File: config.mk
export PLATFORM = sky130hd
export DESIGN_NAME = text_renderer_flat
export DESIGN_NICKNAME = d
export VERILOG_FILES = /design/src/rtl/text_renderer_if.sv /design/src/rtl/text_renderer.sv /design/src/flat_wrapper.sv
export SDC_FILE = /design/constraint.sdc
export NUM_CORES = 1
export LEC_CHECK = 0
export ABC_AREA = 1
export CAP_MARGIN = 5
export CORE_MARGIN = 5
export CORE_UTILIZATION = 58
export DETAILED_ROUTE_END_ITERATION = 10
export PLACE_DENSITY_LB_ADDON = 0.2
export SLEW_MARGIN = 20
export SYNTH_ARGS = -nofsm -noshare
export SYNTH_HDL_FRONTEND = slang
export SYNTH_SLANG_ARGS = --single-unit
File: constraint.sdc
create_clock -name PixelClk -period 10.67 [get_ports PixelClk]
set_clock_uncertainty 0.05 [all_clocks]
set_input_delay 1.6005 -clock PixelClk [delete_from_list [all_inputs] [get_ports PixelClk]]
set_output_delay 1.6005 -clock PixelClk [all_outputs]
set_load 0.05 [all_outputs]
File: src/rtl/text_renderer_if.sv
// Video-memory, font-ROM and LCD pin bundle of the text renderer.
// master = renderer side, slave = memories / panel side.
interface text_renderer_if;
   logic [12:0] vram_adb;
   logic        vram_ceb;
   logic [7:0]  vram_dout;
   logic [11:0] font_addr;
   logic [7:0]  font_data;
   logic        LCD_DE;
   logic [4:0]  LCD_R;
   logic [5:0]  LCD_G;
   logic [4:0]  LCD_B;
   logic        frame_start;

   modport master (
      output vram_adb, vram_ceb, font_addr, LCD_DE, LCD_R, LCD_G, LCD_B, frame_start,
      input  vram_dout, font_data
   );

   modport slave (
      input  vram_adb, vram_ceb, font_addr, LCD_DE, LCD_R, LCD_G, LCD_B, frame_start,
      output vram_dout, font_data
   );
endinterface

File: src/rtl/text_renderer.sv
// Text-mode LCD pixel pipeline: scan counters, character fetch from BSRAM,
// glyph lookup in an external font ROM and registered RGB565 pin drive.
module text_renderer #(
   parameter int unsigned H_ACTIVE  = 480,
   parameter int unsigned H_BP      = 43,
   parameter int unsigned H_FP      = 8,
   parameter int unsigned V_ACTIVE  = 272,
   parameter int unsigned V_BP      = 12,
   parameter int unsigned V_FP      = 8,
   parameter logic [12:0] BASE_ADDR = 13'h0200,
   parameter logic [15:0] FG        = 16'hFFFF,
   parameter logic [15:0] BG        = 16'h0000
) (
   input  logic            PixelClk,
   input  logic            nRST,
   text_renderer_if.master bus
);

   localparam int unsigned H_TOTAL = H_BP + H_ACTIVE + H_FP;
   localparam int unsigned V_TOTAL = V_BP + V_ACTIVE + V_FP;
   localparam int unsigned HCW     = $clog2(H_TOTAL);
   localparam int unsigned VCW     = $clog2(V_TOTAL);
   localparam int unsigned COLS    = H_ACTIVE / 8;

   logic [HCW-1:0] r_hcnt;
   logic [VCW-1:0] r_vcnt;

   logic           w_h_last;
   logic           w_v_last;
   logic           w_active;
   logic [HCW-1:0] w_x;
   logic [VCW-1:0] w_y;
   logic [12:0]    w_addr;
   logic           w_pix;

   // Stage 1..3 alignment registers (stage 1 active flag is r_ceb)
   logic [12:0]    r_adb;
   logic           r_ceb;
   logic           r_fs;
   logic [3:0]     r_y_s1;
   logic [3:0]     r_y_s2;
   logic [2:0]     r_x_s1;
   logic [2:0]     r_x_s2;
   logic [2:0]     r_x_s3;
   logic           r_act_s2;
   logic           r_act_s3;
   logic           r_de;
   logic [15:0]    r_rgb;

   assign w_h_last = (r_hcnt == HCW'(H_TOTAL - 1));
   assign w_v_last = (r_vcnt == VCW'(V_TOTAL - 1));
   assign w_active = (r_hcnt >= HCW'(H_BP)) && (r_hcnt < HCW'(H_BP + H_ACTIVE)) &&
                     (r_vcnt >= VCW'(V_BP)) && (r_vcnt < VCW'(V_BP + V_ACTIVE));
   assign w_x      = r_hcnt - HCW'(H_BP);
   assign w_y      = r_vcnt - VCW'(V_BP);
   assign w_addr   = BASE_ADDR + 13'(w_y[VCW-1:4]) * 13'(COLS) + 13'(w_x[HCW-1:3]);
   assign w_pix    = bus.font_data[3'd7 - r_x_s3];

   // Panel scan counters
   always_ff @(posedge PixelClk or negedge nRST) begin
      if (!nRST) begin
         r_hcnt <= '0;
         r_vcnt <= '0;
      end else if (w_h_last) begin
         r_hcnt <= '0;
         r_vcnt <= w_v_last ? '0 : r_vcnt + VCW'(1);
      end else begin
         r_hcnt <= r_hcnt + HCW'(1);
      end
   end

   // Fetch address, then delay x/y/active to meet the 1-cycle memory returns
   always_ff @(posedge PixelClk or negedge nRST) begin
      if (!nRST) begin
         r_adb    <= '0;
         r_ceb    <= 1'b0;
         r_fs     <= 1'b0;
         r_y_s1   <= '0;
         r_y_s2   <= '0;
         r_x_s1   <= '0;
         r_x_s2   <= '0;
         r_x_s3   <= '0;
         r_act_s2 <= 1'b0;
         r_act_s3 <= 1'b0;
         r_de     <= 1'b0;
         r_rgb    <= '0;
      end else begin
         if (w_active) begin
            r_adb <= w_addr;
         end
         r_ceb    <= w_active;
         r_fs     <= (r_hcnt == '0) && (r_vcnt == '0);
         r_y_s1   <= w_y[3:0];
         r_y_s2   <= r_y_s1;
         r_x_s1   <= w_x[2:0];
         r_x_s2   <= r_x_s1;
         r_x_s3   <= r_x_s2;
         r_act_s2 <= r_ceb;
         r_act_s3 <= r_act_s2;
         r_de     <= r_act_s3;
         r_rgb    <= r_act_s3 ? (w_pix ? FG : BG) : 16'h0000;
      end
   end

   // Font address is formed directly from the BSRAM data so the ROM read
   // overlaps the next cycle without an extra pipeline stage.
   assign bus.font_addr   = {bus.vram_dout, r_y_s2};
   assign bus.vram_adb    = r_adb;
   assign bus.vram_ceb    = r_ceb;
   assign bus.frame_start = r_fs;
   assign bus.LCD_DE      = r_de;
   assign bus.LCD_R       = r_rgb[15:11];
   assign bus.LCD_G       = r_rgb[10:5];
   assign bus.LCD_B       = r_rgb[4:0];

endmodule

File: src/flat_wrapper.sv
// flat-port wrapper written by rule: the top's interface ports become plain ports
module text_renderer_flat 
#(
   parameter int unsigned H_ACTIVE  = 480,
   parameter int unsigned H_BP      = 43,
   parameter int unsigned H_FP      = 8,
   parameter int unsigned V_ACTIVE  = 272,
   parameter int unsigned V_BP      = 12,
   parameter int unsigned V_FP      = 8,
   parameter logic [12:0] BASE_ADDR = 13'h0200,
   parameter logic [15:0] FG        = 16'hFFFF,
   parameter logic [15:0] BG        = 16'h0000
)
  (PixelClk, nRST, bus_vram_adb, bus_vram_ceb, bus_font_addr, bus_LCD_DE, bus_LCD_R, bus_LCD_G, bus_LCD_B, bus_frame_start, bus_vram_dout, bus_font_data);
  text_renderer_if bus_i ();
  input  logic PixelClk;
  input  logic nRST;
  output wire logic [$bits(bus_i.vram_adb)-1:0] bus_vram_adb;
  output wire logic [$bits(bus_i.vram_ceb)-1:0] bus_vram_ceb;
  output wire logic [$bits(bus_i.font_addr)-1:0] bus_font_addr;
  output wire logic [$bits(bus_i.LCD_DE)-1:0] bus_LCD_DE;
  output wire logic [$bits(bus_i.LCD_R)-1:0] bus_LCD_R;
  output wire logic [$bits(bus_i.LCD_G)-1:0] bus_LCD_G;
  output wire logic [$bits(bus_i.LCD_B)-1:0] bus_LCD_B;
  output wire logic [$bits(bus_i.frame_start)-1:0] bus_frame_start;
  input wire logic [$bits(bus_i.vram_dout)-1:0] bus_vram_dout;
  input wire logic [$bits(bus_i.font_data)-1:0] bus_font_data;
  assign bus_vram_adb = bus_i.vram_adb;
  assign bus_vram_ceb = bus_i.vram_ceb;
  assign bus_font_addr = bus_i.font_addr;
  assign bus_LCD_DE = bus_i.LCD_DE;
  assign bus_LCD_R = bus_i.LCD_R;
  assign bus_LCD_G = bus_i.LCD_G;
  assign bus_LCD_B = bus_i.LCD_B;
  assign bus_frame_start = bus_i.frame_start;
  assign bus_i.vram_dout = bus_vram_dout;
  assign bus_i.font_data = bus_font_data;
  text_renderer #(.H_ACTIVE(H_ACTIVE), .H_BP(H_BP), .H_FP(H_FP), .V_ACTIVE(V_ACTIVE), .V_BP(V_BP), .V_FP(V_FP), .BASE_ADDR(BASE_ADDR), .FG(FG), .BG(BG)) u_core (.PixelClk(PixelClk), .nRST(nRST), .bus(bus_i));
endmodule
**Yosys cells after proc, flatten, opt, wreduce, memory -nomap -nowiden**

Cells that the tools add are included.

- Logic and storage cells: 41
- Input bits: 18
- Bits in registers: 70
- Output and inout port bits: 44

- $lt $le $gt $ge: 5
- Multiplexer cells: 6
- Multiply operators: 1
- Equal/unequal tests: 2
- $add $sub $neg: 7
- Reductions and logical operators: 6

Operator list:

| cell | number |
|---|---|
| 2-to-1 mux 16 bit | 2 |
| adder 13 x 7 -> 13 bit | 1 |
| adder 10 x 11 -> 12 bit, first input constant | 1 |
| adder 10 x 1 -> 10 bit, second input constant | 1 |
| equality test 10 bit, second input constant | 1 |
| >= comparator 10 x 6 -> 1 bit, second input constant | 1 |
| zero test 10 bit | 1 |
| < comparator 10 bit, second input constant | 1 |
| 2-to-1 mux 10 bit | 1 |
| subtractor 10 x 6 -> 10 bit, second input constant | 1 |
| adder 9 x 1 -> 9 bit, second input constant | 1 |
| equality test 9 bit, second input constant | 1 |
| >= comparator 9 x 4 -> 1 bit, second input constant | 1 |
| zero test 9 bit | 1 |
| < comparator 9 bit, second input constant | 1 |
| multiplier 5 x 4 -> 9 bit, second input constant | 1 |
| 2-to-1 mux 9 bit | 1 |
| subtractor 9 x 4 -> 9 bit, second input constant | 1 |
| logical AND 1 bit | 4 |
| < comparator 3 x 4 -> 1 bit, second input constant | 1 |
| binary-select mux 1 bit (select 3 bit) | 1 |
| subtractor 3 bit, first input constant | 1 |
| 2-to-1 mux 1 bit | 1 |

**Logic depth before layout (Yosys ltp)**

Gate-level depths: netlist of run 1.

- Depth after elaboration: 5
- Mapped depth: 25
- Gate-level depth less buffers: 25

**Worst setup path after synthesis of run 1**

Ideal clock, no wire load.

- Kind: register to register
- From: register u_core.r_vcnt[2]
- To: register u_core.r_adb[11] (netlist: u_core.bus.vram_adb[11])
- Slack: 6.757 ns
- Clock period less this slack: 3.913 ns
- Arrival time: 3.746 ns
- Data required time: 10.503 ns
- Buffers on the path: 0
- Stages on the path, launching flop included: 20
- Library setup time: 0.117 ns
- Cell sequence: dfrtp_1 > ha_1 > inv_1 > nand2_1 > xor2_1 > inv_1 > fa_1 > fa_1 > fa_1 > xor2_1 > ha_1 > nand2_1 > nor2_1 > nand2_1 > nand3_1 > nand3_1 > nor2_1 > nand2_1 > nand3_1 > nand2_1

- Cells in the longest elaborated chain, start to end: 4
- Elaborated cells on any way between the ends: 8
- Those cells by class: add/sub (3); mul (1); order compare (2); reduce/logical (2)

RTL lines:

| item | RTL line | RTL |
|---|---|---|
| from (decl) | text_renderer.sv:26 | `logic [VCW-1:0] r_vcnt;` |
| from (signal assigned) | text_renderer.sv:66 | `r_vcnt <= w_v_last ? '0 : r_vcnt + VCW'(1);` |
| subtractor 9 x 4 -> 9 bit | text_renderer.sv:55 | `assign w_y = r_vcnt - VCW'(V_BP);` |
| multiplier 5 x 4 -> 9 bit | text_renderer.sv:56 | `assign w_addr = BASE_ADDR + 13'(w_y[VCW-1:4]) * 13'(COLS) + 13'(w_x[HCW-1:3]);` |
| adder 10 x 11 -> 12 bit | text_renderer.sv:56 |  |
| adder 13 x 7 -> 13 bit | text_renderer.sv:56 |  |
| to (signal assigned) | text_renderer.sv:89 | `r_adb <= w_addr;` |
| to (decl) | text_renderer.sv:37 | `logic [12:0] r_adb;` |

Parallel ways exist; a longest one is shown, timed or not.
A chain may end at the register's enable or synchronous reset.

**Worst setup path after layout of run 1**

- From: register u_core.r_vcnt[3]
- To: register u_core.r_adb[11] (netlist: u_core.bus.vram_adb[11])

The elaborated chain is that of the path after synthesis.

==> impl_results.md, run 1 <==
* # port buffers at 45
* Clock slew at reported path FFs at 0.09 ns
* I/O pin cnt at 62
* CTS tree: built
* Period utilization at 0.391
* Tightest Hold Check Type: flip-flop to flip-flop
* Arr. time, crit path at 4.33 ns
* Area delta synth->final at 13.3%
* Routed via count at 2,885
* Vias/cell at 5.24
* Crit start category: flip-flop
* Outcome: completed
* TritonCTS Sinks at 55
* FF-to-FF End: u_core.bus.vram_adb[11]
* Syn nets at 499
* Post-CTS Hold Fix Bufs at 0
* First-pass GRT wire length at 12,200 um
* DRT Pass-1 Iters at 4
* Die height at 88.6 um
* Async SR Flop Fraction at 1.00
* R2R cell count at 19
* Worst setup margin at 6.49 ns
* Placed cells at 543
* Tmin final at 4.18 ns
* Reg2Reg Launch Point: u_core.r_vcnt[3]
* Post-Layout Cell Count at 551
* Seq. cell area at 0.00138 mm^2
* P per Cell Area at 92.0 mW/mm^2
* Slew margin rel. at 0.555
* Setup violators final at 0
* Worst vdd ir at 0.0710 mV
* HPWL after DPL at 5390 um
* WP data required at 10.83 ns
* RSZ-0062 raised after global routing: no
* Cell taking the most area after synthesis: dfrtp_1
* Syn_area_per_cell at 7.99 um^2
* Yosys top cell area share at 0.384
* DRC Markers at 0
* Crit path capture type: flip-flop
* Initial Util at 0.602
* Register bit count reported by yosys at 55
* Syn Inst Count at 449
* Die area at 0.00786 mm^2
* Final GP Congestion at 0.913
* Max Slew Vio Count at 0
* Number of synthesis warnings at 0
* Clk_lat worst skew at 0.31 ns
* Total length of routed wires at 6840 um
* Post_cts resized at 0
* Most numerous cell in the Yosys netlist: nand2_1
* H-Tree Depth at 2
* Ratio of cells with drive above 1 in the final layout at 0.0588
* Cell Area, Synth at 0.00359 mm^2
* Cell variety after synth at 32
* Drt initial violations at 121
* Die width at 88.6 um
* CTS Buffer Depth at 2
* Clock buffer count from CTS at 5
* Leak at 2.08 nW
* GRT Total Usage at 0.195
* Largest net degree at the start of global routing at 56
* Inserted Diodes at 0
* Reg2Reg Setup Slack at 6.49 ns
* Setup TNS Final at 0 ns
* Fin. Hold Viols at 0
* Cell chosen for the clock root: clkbuf_8
* Hold endpoint: u_core.r_x_s2[1]
* CP Launch Point: u_core.r_vcnt[3]
* Final #Nets at 525
* Setup Slack @ Placement at 6.51 ns
* # Post-CTS Setup Buffers at 0
* Vias in the first global route at 2,896
* Area contributors post-synth: dfrtp_1, nand2_1, ha_1
* Post-synth EDFFs at 0
* Actual slew at the worst max-slew pin at 0.667 ns
* WL per Instance at 12.4 um
* Fmax at 239 MHz
* Hold Startpoint: u_core.r_x_s1[1]
* Multi-input logic area at 0.00174 mm^2
* Routed Antenna Nets at 0
* GRT overflow at 0
* Worst hold path depth at 0
* Num rows at 28
* Core area at 0.00596 mm^2
* Post-synthesis sequential area ratio at 0.384
* Initial antenna violation count at 0
* Critical Path Fanout Max at 5
* Setup CP Type: flip-flop to flip-flop
* Fill cell count at 493
* MaxCap Viol Count at 0
* Synth Flop Type: dfrtp_1
* Post-synth top cells: nand2_1, inv_1, dfrtp_1
-- worst max-delay path by stage --
stage	endpoint	depth (start not counted)
floorplan	u_core.bus.vram_adb[11]	19
global placement	u_core.bus.vram_adb[11]	19
detailed placement	u_core.bus.vram_adb[11]	19
CTS	u_core.bus.vram_adb[11]	19
global route	u_core.bus.vram_adb[11]	19
finish	u_core.bus.vram_adb[11]	19
-- registers in the layout, summed over array words and instances (netlist names) --
| signal | flops |
|---|---|
| u_core.r_y_s2 | 4 |
| u_core.r_rgb | 1 |
| u_core.r_x_s1 | 3 |
| u_core.r_act_s2 | 1 |
| u_core.bus.vram_adb | 13 |
| u_core.r_hcnt | 10 |
| u_core.bus.frame_start | 1 |
| u_core.r_vcnt | 9 |
| u_core.r_y_s1 | 4 |
| u_core.bus.LCD_DE | 1 |
| u_core.bus.vram_ceb | 1 |
| u_core.r_x_s3 | 3 |
| u_core.r_act_s3 | 1 |
| u_core.r_x_s2 | 3 |
-- cells by family after synthesis --
logic type / Yosys count / synth area share
and+or+nand+nor: 209 / 0.258
muxes: 1 / 0.00279
AOI/OAI and AO/OA: 39 / 0.0642
buffers and inverters: 98 / 0.131
xor gates and xnor gates: 15 / 0.0366
DFF: 55 / 0.384
adders and majority gates: 32 / 0.124
-- cell type report --
class | count | share of cell area
Multi-Input combinational cell | 296 | 0.429
Sequential cell | 55 | 0.339
Timing Repair Buffer | 46 | 0.111
Inverter | 71 | 0.0656
Tap cell | 75 | 0.0231
Clock buffer | 6 | 0.0179
Clock inverter | 2 | 0.0148
-- through the flow --
stage          hold slack [ns]  cell area, um^2   util  total power, mW
6_report                 0.303             4060  0.682            0.374
5_1_grt                  0.310             4060  0.682            0.386
4_1_cts                  0.308             4060  0.682            0.377
3_5_place_dp             0.285             3930  0.660            0.220
3_3_place_gp             0.282             3930  0.660            0.220
2_1_floorplan            0.281             3590      -            0.221
-- critical path, stage by stage (launching register included) --
cell     delay [ns]
dfrtp_1        0.44
ha_1           0.23
inv_1          0.12
nand2_1        0.08
xor2_1         0.26
inv_1          0.14
fa_1           0.55
fa_1           0.47
fa_1           0.46
xor2_1         0.18
ha_1           0.35
nand2_1        0.09
nor2_1         0.09
nand2_1        0.05
nand3_1        0.14
nand3_1        0.12
nor2_1         0.10
nand2_1        0.06
nand3_1        0.06
nand2_1        0.05
-- routing by layer --
| layer | GRT usage | up-vias | routed length (um) |
|---|---|---|---|
| met3 | 0.0363 | 8 | 405 |
| met4 | 0.0467 | 0 | 59 |
| met2 | 0.360 | 73 | 3490 |
| met1 | 0.234 | 1364 | 2880 |
| met5 | 0 | - | 0 |
| li1 | - | 1440 | - |
-- power by group --
group          leakage [nW]  switching, mW  internal, mW  total [mW]
sequential            0.721              0         0.208       0.208
combinational          1.29        0.00447       0.00323     0.00771
clock                0.0654         0.0643        0.0937       0.158
-- cells in the final DEF, fill, tap and decap left out --
master | netlist | routed
nor4_1 | 1 | 1
o21bai_1 | 1 | 1
fa_1 | 6 | 6
clkbuf_8 | 0 | 5
o21ai_2 | 6 | 6
o21a_1 | 1 | 1
a21boi_0 | 1 | 1
nor2_4 | 2 | 2
o32ai_1 | 1 | 1
o21ai_0 | 14 | 14
inv_1 | 69 | 69
or2_2 | 2 | 2
xor2_1 | 13 | 13
nand3_4 | 1 | 1
buf_2 | 3 | 1
ha_1 | 26 | 26
inv_2 | 2 | 2
nand4_1 | 8 | 8
nor2_1 | 32 | 32
clkbuf_1 | 0 | 1
mux2i_1 | 1 | 1
nand2_2 | 2 | 2
nand3_1 | 42 | 42
clkdlybuf4s50_1 | 0 | 44
xnor2_1 | 2 | 2
o21ai_1 | 4 | 4
nor2_2 | 3 | 3
a31oi_1 | 1 | 1
dfrtp_1 | 55 | 55
bufinv_16 | 0 | 2
buf_4 | 23 | 1
nand2_1 | 110 | 110
nor3_4 | 1 | 1
a21oi_1 | 10 | 10
nor3_1 | 5 | 5
Power figures use the tool's default switching activity.
==> run 2, diff against run 1 <==
CORE_UTILIZATION = 54   (was 58)
clock period = 4.2 ns   (was 10.67 ns; I/O delays follow)
==> impl_results.md, run 2 (synthesis gave the netlist of run 1 again) <==
* Actual slew at the worst max-slew pin at 0.553 ns
* Fin. Hold Viols at 0
* Routed via count at 2,834
* H-Tree Depth at 2
* Clock buffer count from CTS at 5
* P per Cell Area at 208 mW/mm^2
* Max reg flops at 13
* First-pass GRT wire length at 11,800 um
* # port buffers at 45
* Reg2Reg Launch Point: u_core.r_vcnt[2]
* Most frequent cells in the layout: nand2_1, inv_1, dfrtp_1, clkdlybuf4s50_1, nand3_1
* I/O pin cnt at 62
* Vias in the first global route at 2,665
* Ratio of cells with drive above 1 in the final layout at 0.0731
* Arr. time, crit path at 4.10 ns
* Inserted Diodes at 0
* Clock slew at reported path FFs at 0.11 ns
* Crit path capture type: flip-flop
* Post-CTS Hold Fix Bufs at 0
* Num rows at 29
* Area delta synth->final at 13.3%
* Worst path cell trace: ha_1 -> inv_1 -> nand2_1 -> xor2_1 -> inv_1 -> fa_1 -> fa_1 -> fa_2 -> xor2_1 -> ha_1 -> nand2_1 -> nor2_1 -> nand2_1 -> nand3_2 -> nand3_1 -> nor2_1 -> nand2_1 -> nand3_1 -> nand2_1
* Crit start category: flip-flop
* FF-to-FF End: u_core.bus.vram_adb[11]
* Setup violators final at 0
* Reg2Reg Setup Slack at 0.26 ns
* Final #Nets at 528
* Fmax at 254 MHz
* Slowest CP cell: fa_1
* Max Slew Vio Count at 0
* Cell chosen for the clock root: clkbuf_8
* Setup CP Type: flip-flop to flip-flop
* Die width at 91.5 um
* CP delay by family, top: adder cells
* Final GP Congestion at 0.879
* Slew margin rel. at 0.631
* Tmin final at 3.94 ns
* Core area at 0.00642 mm^2
* Period utilization at 0.938
* Die area at 0.00837 mm^2
* GRT Total Usage at 0.168
* CTS tree: built
* Total length of routed wires at 6600 um
* Tightest Hold Check Type: input port to async pin
* CP dominant cell by count: nand2_1
* Outcome: completed
* Commonest non-fill, non-tap cell in the layout: nand2_1
* MaxCap Viol Count at 0
* Initial Util at 0.559
* Routed Antenna Nets at 0
* Die height at 91.5 um
* Clk_lat worst skew at 0.32 ns
* TritonCTS Sinks at 55
* Worst vdd ir at 0.119 mV
* Vias/cell at 5.10
* DRT Pass-1 Iters at 4
* GRT overflow at 0
* CP bufs+invs at 2
* R2R cell count at 19
* Fill cell count at 533
* Finished Core Util at 0.633
* Largest net degree at the start of global routing at 31
* WP data required at 4.36 ns
* Initial antenna violation count at 0
* Setup TNS Final at 0 ns
* DRC Markers at 0
* WL per Instance at 11.9 um
* HPWL after DPL at 5150 um
* Max incr delay on CP at 0.53 ns
* CTS Buffer Depth at 2
* Critical Path Fanout Max at 4
* Drt initial violations at 139
* Leak at 2.09 nW
## run 2: changes by cell type in the layout (fill, tap and decap cells not counted), sizes merged
cell	previous run	this run
buf	2	5
inv	71	72
clkinv	0	2
clkbuf	6	5
bufinv	2	0
## run 2: power by group
part	total [mW]	internal (mW)	switching [mW]
logic	0.0195	0.00820	0.0113
clock network	0.297	0.120	0.177
registers	0.529	0.529	0
## run 2: metrics by stage
step | instances | total power [mW] | worst slack [ns] | instance area (um^2) | hold WS [ns]
finish | 556 | 0.846 | 0.259 | 4060 | 0.245
detailed placement | 546 | 0.560 | 0.177 | 3940 | 0.286
floorplan | 449 | 0.562 | 0.287 | 3590 | 0.281
global route | 556 | 0.879 | -0.0190 | 4060 | 0.301
CTS | 554 | 0.856 | 0.129 | 4030 | 0.262
global placement | 546 | 0.560 | 0.263 | 3940 | 0.282
## run 2: worst max-delay path by stage
stage	from	to	slack, ns	depth (start not counted)
floorplan	u_core.r_vcnt[2]	u_core.bus.vram_adb[11]	0.29	19
global placement	u_core.r_vcnt[2]	u_core.bus.vram_adb[11]	0.26	19
detailed placement	u_core.r_vcnt[2]	u_core.bus.vram_adb[11]	0.18	19
CTS	u_core.r_vcnt[2]	u_core.bus.vram_adb[11]	0.13	18
global route	u_core.r_vcnt[2]	u_core.bus.vram_adb[11]	-0.02	19
finish	u_core.r_vcnt[2]	u_core.bus.vram_adb[11]	0.26	19
## run 2: final cells by class
class / count / area [um^2] / share of cell area
well taps: 77 / 96.3 / 0.0237
clock buffers: 5 / 68.8 / 0.0169
clock inverters: 3 / 22.5 / 0.00554
repair buffers: 49 / 475 / 0.117
flip-flops and latches: 55 / 1380 / 0.339
inverters: 71 / 267 / 0.0656
multi-input cells: 296 / 1760 / 0.432
## run 2: per-layer routing
metal	share of wire	wire, um	global-route usage	up-vias
met2	0.47	3110	0.285	70
met5	0	0	0	-
met4	0.011	70	0.0364	0
li1	-	-	-	1451
met3	0.053	353	0.0331	12
met1	0.46	3070	0.222	1301
## run 2: what timing repair did
action / in CTS / in global routing
resized for setup: 0 / 4
setup buffers: 0 / 2
endpoints found under the setup margin: 0 / 4
